File: config.mk
export PLATFORM = sky130hd
export DESIGN_NAME = counter_timer_arbiter
export DESIGN_NICKNAME = d
export VERILOG_FILES = /design/src/rtl/counter_timer_arbiter.sv
export SDC_FILE = /design/constraint.sdc
export NUM_CORES = 1
export LEC_CHECK = 0
export CORE_MARGIN = 8
export CORE_UTILIZATION = 51
export DETAILED_ROUTE_END_ITERATION = 16
export GPL_ROUTABILITY_DRIVEN = 0
export PLACE_DENSITY = 0.84
export SLEW_MARGIN = 20
export SYNTH_ARGS = -nofsm -noshare
export SYNTH_HDL_FRONTEND = slang
export SYNTH_SLANG_ARGS = --single-unit
File: constraint.sdc
create_clock -name clk -period 5.9 [get_ports clk]
set_input_delay 1.475 -clock clk [delete_from_list [all_inputs] [get_ports clk]]
set_output_delay 1.475 -clock clk [all_outputs]
set_load 0.02 [all_outputs]
File: src/rtl/counter_timer_arbiter.sv
// -----------------------------------------------------------------------------
// counter_timer_arbiter
//
// Shares one CW-bit interval counter among N_REQ requesters with round-robin
// arbitration. A granted requester gets the counter from 0 for max(dur,1)
// cycles, then a one-cycle done pulse (or an abort pulse if it withdrew its
// request early). The block owns the counter's clear and enable.
//
// Ports
//   clk      in   1          system clock, rising edge
//   rst      in   1          asynchronous, active-low reset
//   req      in   N_REQ      level request, one bit per requester
//   dur      in   N_REQ*CW   per-requester duration, requester i at [i*CW +: CW]
//   gnt      out  N_REQ      one-hot grant, held through RUN and DONE
//   busy     out  1          high in RUN and DONE
//   cnt      out  CW         interval counter value
//   done     out  1          one-cycle completion pulse
//   abort    out  1          one-cycle pulse, interval ended by req withdrawal
//   done_id  out  IW         requester that finished/aborted, valid with done/abort
// -----------------------------------------------------------------------------
module counter_timer_arbiter #(
   parameter  int N_REQ = 4,
   parameter  int CW    = 5,
   localparam int IW    = $clog2(N_REQ)
) (
   input  logic                clk,
   input  logic                rst,
   input  logic [N_REQ-1:0]    req,
   input  logic [N_REQ*CW-1:0] dur,
   output logic [N_REQ-1:0]    gnt,
   output logic                busy,
   output logic [CW-1:0]       cnt,
   output logic                done,
   output logic                abort,
   output logic [IW-1:0]       done_id
);

   typedef enum logic [1:0] {
      IDLE,
      RUN,
      DONE
   } state_t;

   state_t        state;
   logic [IW-1:0] rr_ptr;
   logic [IW-1:0] sel;
   logic [CW-1:0] dlat;

   // Round-robin scan result for the current IDLE cycle
   logic          found;
   logic [IW-1:0] pick;
   logic [IW:0]   scan;
   logic [CW-1:0] pick_dur;

   // Scan req starting at rr_ptr and wrapping past N_REQ-1; the extra bit in
   // scan lets the wrap work for non-power-of-two N_REQ.
   always_comb begin
      // NOTE: every variable gets a default before any conditional assignment,
      // otherwise the paths that skip an assignment infer a latch.
      found    = 1'b0;
      pick     = '0;
      scan     = '0;
      pick_dur = '0;
      for (int k = 0; k < N_REQ; k++) begin
         scan = {1'b0, rr_ptr} + (IW+1)'(k);
         if (scan >= (IW+1)'(N_REQ)) scan = scan - (IW+1)'(N_REQ);
         if (!found && req[scan[IW-1:0]]) begin
            found = 1'b1;
            pick  = scan[IW-1:0];
         end
      end
      for (int i = 0; i < N_REQ; i++) begin
         if (pick == IW'(i)) pick_dur = dur[i*CW +: CW];
      end
   end

   // NOTE: sequential state uses non-blocking assignments only, so every
   // register samples the pre-edge value of every other register.
   always_ff @(posedge clk or negedge rst) begin
      if (!rst) begin
         state   <= IDLE;
         rr_ptr  <= '0;
         sel     <= '0;
         dlat    <= '0;
         gnt     <= '0;
         busy    <= 1'b0;
         cnt     <= '0;
         done    <= 1'b0;
         abort   <= 1'b0;
         done_id <= '0;
      end else begin
         done  <= 1'b0;
         abort <= 1'b0;
         case (state)
            IDLE: begin
               if (found) begin
                  sel   <= pick;
                  // A zero duration still yields a one-cycle interval.
                  dlat  <= (pick_dur == '0) ? CW'(1) : pick_dur;
                  gnt   <= N_REQ'(1) << pick;
                  busy  <= 1'b1;
                  cnt   <= '0;
                  state <= RUN;
               end
            end
            RUN: begin
               // Withdrawal wins over completion; cnt holds on either exit.
               if (!req[sel]) begin
                  abort   <= 1'b1;
                  done_id <= sel;
                  state   <= DONE;
               end else if (cnt == dlat - CW'(1)) begin
                  done    <= 1'b1;
                  done_id <= sel;
                  state   <= DONE;
               end else begin
                  cnt <= cnt + CW'(1);
               end
            end
            DONE: begin
               rr_ptr <= (sel == IW'(N_REQ-1)) ? '0 : sel + IW'(1);
               gnt    <= '0;
               busy   <= 1'b0;
               cnt    <= '0;
               state  <= IDLE;
            end
            default: state <= IDLE;
         endcase
      end
   end

endmodule

# --- Yosys cells after proc, flatten, opt, wreduce, memory -nomap -nowiden ---
# Index checks and enable logic that the tools add are counted.
op_classes:
  n_addsub: 10
  n_mul: 0
  n_div: 0
  order_cmp: 9
  n_eq_ne: 12
  shifts: 1
  muxes: 47
  n_bitwise: 0
  n_reduce_logical: 16
op_table:
  columns: ["operator", "count"]
  rows:
  - ["5-bit two-way mux", 8]
  - ["2-bit two-way mux", 14]
  - ["2-bit by 3-bit less-than comparator with 1-bit output (second input constant)", 5]
  - ["1-bit two-way mux", 15]
  - ["5-bit case mux with 3 select lines", 1]
  - ["1-bit binary-select mux with 2-bit select", 5]
  - ["3-bit >= comparator (second input constant)", 3]
  - ["2-bit == test (second input constant)", 4]
  - ["4-bit case mux with 2 select lines", 1]
  - ["2-bit AND reduction", 4]
  - ["2-bit by 1-bit subtractor with 2-bit output (second input constant)", 4]
  - ["2-bit by 2-bit adder with 3-bit output (second input constant)", 2]
  - ["2-bit != test (second input constant)", 3]
  - ["5-bit by 1-bit adder with 5-bit output (second input constant)", 1]
  - ["5-bit == test", 1]
  - ["5-bit logical NOT", 1]
  - ["5-bit by 1-bit subtractor with 5-bit output (second input constant)", 1]
  - ["2-bit by 1-bit == test with 1-bit output (second input constant)", 2]
  - ["2-bit logical NOT", 2]
  - ["4-bit two-way mux", 1]
  - ["2-bit case mux with 2 select lines", 1]
  - ["4-bit AND reduction", 1]
  - ["1-bit by 2-bit left shift with 4-bit output (first input constant)", 1]
  - ["2-bit by 1-bit adder with 3-bit output (second input constant)", 1]
  - ["9 further kinds", 13]
word_totals:
  register_bits: 25
  latchBits: 0
  mem_bits_rw: 0
  rom_bits: 0
  out_inout_bits: 14
  memories: 0

# --- Logic depth before layout (Yosys ltp) ---
depth:
  depth_word: 21
  mapped_depth: 8
  mapped_depth_nobuf: 8

# --- Worst setup path before layout ---
# No wires, ideal clock.
synth_path:
  path_kind: "input to register"
  startpoint: "input port req[3]"
  endpoint: "register dlat[0]"
  arrival_time_ns: 2.659
  required_time_ns: 5.771
  setup_slack_ns: 3.111
  stages: 7
  n_path_buf: 1
  path_cell_list: "nand2b_1 > a211o_2 > and2_0 > buf_2 > a32oi_1 > nor4_1 > a2bb2oi_1"
synth_between:
  elab_chain_len: 19
synth_rtl:
  columns: ["item", "line_no", "source"]
  rows:
  - ["from (decl)", "28", "input logic [N_REQ-1:0] req,"]
  - ["1-bit binary-select mux with 2-bit select", "67", "if (!found && req[scan[IW-1:0]]) begin"]
  - ["1-bit two-way mux (not written as such)", "67", null]
  - ["1-bit two-way mux", "67", null]
  - ["1-bit logical NOT", "67", null]
  - ["1-bit logical AND", "67", null]
  - ["1-bit two-way mux", "67", null]
  - ["1-bit logical NOT", "67", null]
  - ["1-bit logical AND", "67", null]
  - ["1-bit two-way mux", "67", null]
  - ["1-bit logical NOT", "67", null]
  - ["1-bit logical AND", "67", null]
  - ["2-bit two-way mux", "67", null]
  - ["2-bit logical NOT", "73", "if (pick == IW'(i)) pick_dur = dur[i*CW +: CW];"]
  - ["5-bit two-way mux (4 in a row)", "73", null]
  - ["5-bit logical NOT", "99", "dlat <= (pick_dur == '0) ? CW'(1) : pick_dur;"]
  - ["5-bit two-way mux", "99", null]
  - ["to (signal assigned)", "99", null]
  - ["to (decl)", "47", "logic [CW-1:0] dlat;"]
# Several ways; a longest one is shown, not always the timed one. The select of a mux whose other input is x is not followed.
# A chain may end at the register's enable or synchronous reset.

# --- Worst setup path after layout ---
# Same ends and word-level chain as after synthesis.

==> flow_summary.json <==
{
  "clock_latency_ps": 330,
  "syn_inst": 155,
  "crit_path_top_delay_cell": "a2bb2oi_1",
  "cts_tree": "done",
  "track_usage_pct": 15.43,
  "die_y_um": 69.87,
  "synth_top_area_cell": "dfrtp_1",
  "power_leakage_uw": 0.0008147,
  "yosysSeqAreaShare_pct": 42.27,
  "hold_violations": 0,
  "fin_cells": 224,
  "cts_made_buffers": 3,
  "drt.antenna.violating_nets": 0,
  "cp_cell_sequence": "clkdlybuf4s50_1 -> mux2i_1 -> a2bb2oi_1 -> nand2_1 -> a211oi_1 -> o21ai_1 -> a2bb2oi_1",
  "synth-seq-cells": 25,
  "syn_to_final_growth_pct": 28.99,
  "synth_top_area_share_pct": 42.27,
  "placed_cells": 220,
  "fmax_mhz": 288.9,
  "fin_crit_sh_pct": 58.66,
  "worst-setup-path-type": "input pin to flip-flop",
  "whs_path_depth": 1,
  "portBuffers": 39,
  "p_per_area_nw_per_um2": 459.8,
  "viasPerCell": 6.080,
  "min_period_ps": 3461,
  "antenna_found_initial": 0,
  "drt_iter0_markers": 63,
  "ctsLongestPathBuffers": 2,
  "max-vdd-ir-drop_mv": 0.3330,
  "status": "completed",
  "die-width_um": 69.87,
  "required_ps": 6130,
  "reg2reg_depth": 6,
  "detailed_place_hpwl_um": 2946,
  "grt_max_degree": 26,
  "cp-end-kind": "flip-flop",
  "vias": 1362,
  "hold_path.class": "flip-flop to flip-flop",
  "postCtsSetupBuffers": 0,
  "overflow": 0,
  "clk_pin_slew_worst_paths_ps": 130,
  "path_common_cell": "a2bb2oi_1",
  "crit_fanout": 11,
  "drtPass1Iterations": 4,
  "rows": 19,
  "htreeDepth": 1,
  "antenna_cells": 0,
  "dieArea_sq_um": 4882,
  "clock-root-buffer": "clkbuf_4",
  "fillers": 227,
  "post_cts_resized": 0,
  "routed.top_layer": "met4",
  "synthTopCellsByArea": "dfrtp_1, a32oi_1, nand2_1",
  "met1_length_um": 1563,
  "ios": 40,
  "slew_headroom_pct": 45.66,
  "drive_gt1_share_pct": 7.254,
  "initial_core_util_pct": 53.68,
  "setup-violations-final": 0,
  "grt_pass1_wl_um": 6423,
  "cap_viol_max_count": 0,
  "arrival_ps": 3690,
  "core_area_sq_um": 2758,
  "nets": 223,
  "synthDistinctLibCells": 41,
  "fin_worst_skew_ps": 2.992,
  "syn_nets": 184,
  "met3_wirelength_um": 280,
  "grt_pass1_vias": 1414,
  "wl_met2_um": 1760,
  "max_slew.worst_pin.slew_ps": 812.0,
  "wl_um": 3683,
  "cp-start-kind": "input pin",
  "setup_tns_ps": 0,
  "grt_setup_unrepaired": "false",
  "cts_hold_buf": 0,
  "cts_num_sinks": 25,
  "final-max-slew-violation-count": 0,
  "syn-cell-area_sq_um": 1480,
  "wl_per_cell_um": 16.44,
  "slowest_delay_ps": 680,
  "yosys_warnings": 0,
  "avgSynthCellArea_sq_um": 9.549,
  "remaining_drc_errors": 0
}
worst max-delay path: cells and delay by family:
family,cells,cell delay [ps]
AOI/OAI and AO/OA,4,1240
buffers and inverters,1,560
and+or+nand+nor,1,260
muxes,1,150
flip-flops by register name, indices dropped and copies added, names as in the netlist:
name / cells
state: 2
cnt: 5
rr_ptr: 2
busy: 1
gnt: 4
done_id: 2
dlat: 5
sel: 2
done: 1
abort: 1
metal layers:
| layer | vias to the layer above | GRT usage, % |
|---|---|---|
| met1 | 646 | 16.96 |
| met5 | - | 0 |
| li1 | 648 | - |
| met3 | 7 | 4.237 |
| met4 | 0 | 8.259 |
| met2 | 61 | 26.29 |
where the power goes:
group          internal [uW]  switching, uW  leakage, uW  total, uW
Sequential               239           78.2     0.000318        317
Combinational            225            258     0.000479        483
Clock                   25.5           52.9    0.0000177       78.4
final timing paths:
kind	from	to	slack, ps
min in group asynchronous	rst	sel[0]$_DFFE_PN0P_	1110
min	done_id[0]$_DFFE_PN0P_	done_id[0]$_DFFE_PN0P_	520
max	req[3]	dlat[0]$_DFFE_PN0P_	2440
min reg2reg	done_id[0]$_DFFE_PN0P_	done_id[0]$_DFFE_PN0P_	520
max reg2reg	rr_ptr[1]$_DFFE_PN0P_	dlat[0]$_DFFE_PN0P_	3660
max in group asynchronous	rst	sel[1]$_DFFE_PN0P_	4440
final cells by class:
class	instances	area (sq um)	area share, %
multi-input cells	119	809.5	42.40
flip-flops and latches	25	625.6	32.77
repair buffers	39	385.4	20.18
well taps	31	38.79	2.031
clock buffers	3	22.52	1.180
inverters	6	22.52	1.180
clock inverters	1	5.005	0.2621
layout by cell type (no fill, tap or decap), types with 3 or more instances in the layout:
master | netlist | layout
a21o_1 | 3 | 3
clkdlybuf4s50_1 | 0 | 38
nor2_1 | 7 | 7
dfrtp_1 | 25 | 25
nand3_1 | 6 | 6
o21a_1 | 3 | 3
nand2_1 | 22 | 22
xnor2_1 | 6 | 6
o21ai_0 | 13 | 13
ha_1 | 3 | 3
clkbuf_4 | 0 | 3
inv_1 | 5 | 5
nand2b_1 | 3 | 3
o21ai_1 | 4 | 4
a32oi_1 | 10 | 10
and3_1 | 3 | 3
nor3_1 | 3 | 3
Yosys cell counts, drive strengths merged:
library cell and n:
a211o 1, a211oi 2, a21boi 2, a21o 3, a21oi 2, a2bb2oi 2, a32o 2, a32oi 10
and2 1, and3 3, buf 3, clkbuf 2, dfrtp 25, ha 3, inv 6, mux2 4
mux2i 1, mux4 1, nand2 22, nand2b 3, nand3 6, nor2 7, nor2b 1, nor3 5
nor3b 2, nor4 2, o21a 3, o21ai 17, o2bb2ai 1, o31a 1, o31ai 1, or2 1
or3 2, xnor2 6, xor2 2
logic make-up (layout without fill, tap and decap cells):
| family | count (synthesis) | after routing | synth area share (%) |
|---|---|---|---|
| flops | 25 | 25 | 42.27 |
| compound gates | 47 | 47 | 22.91 |
| simple gates | 55 | 55 | 19.02 |
| xor+xnor | 8 | 8 | 4.734 |
| mux | 6 | 6 | 5.495 |
| fa+ha+maj | 3 | 3 | 2.536 |
| buf+inv | 11 | 49 | 3.043 |
metrics by stage:
stage	setup slack, ps	hold slack (ps)	power (uW)	area (sq um)	utilization (%)
finish	2439	522.9	878.0	1909	69.24
floorplan	3111	466.8	646.2	1480	-
global placement	2341	473.1	780.2	1887	68.42
detailed placement	2176	495.1	802.7	1887	68.42
CTS	2531	526.7	880.3	1914	69.42
global route	2285	540.8	950.3	1909	69.24
Power figures use the tool's default switching activity.
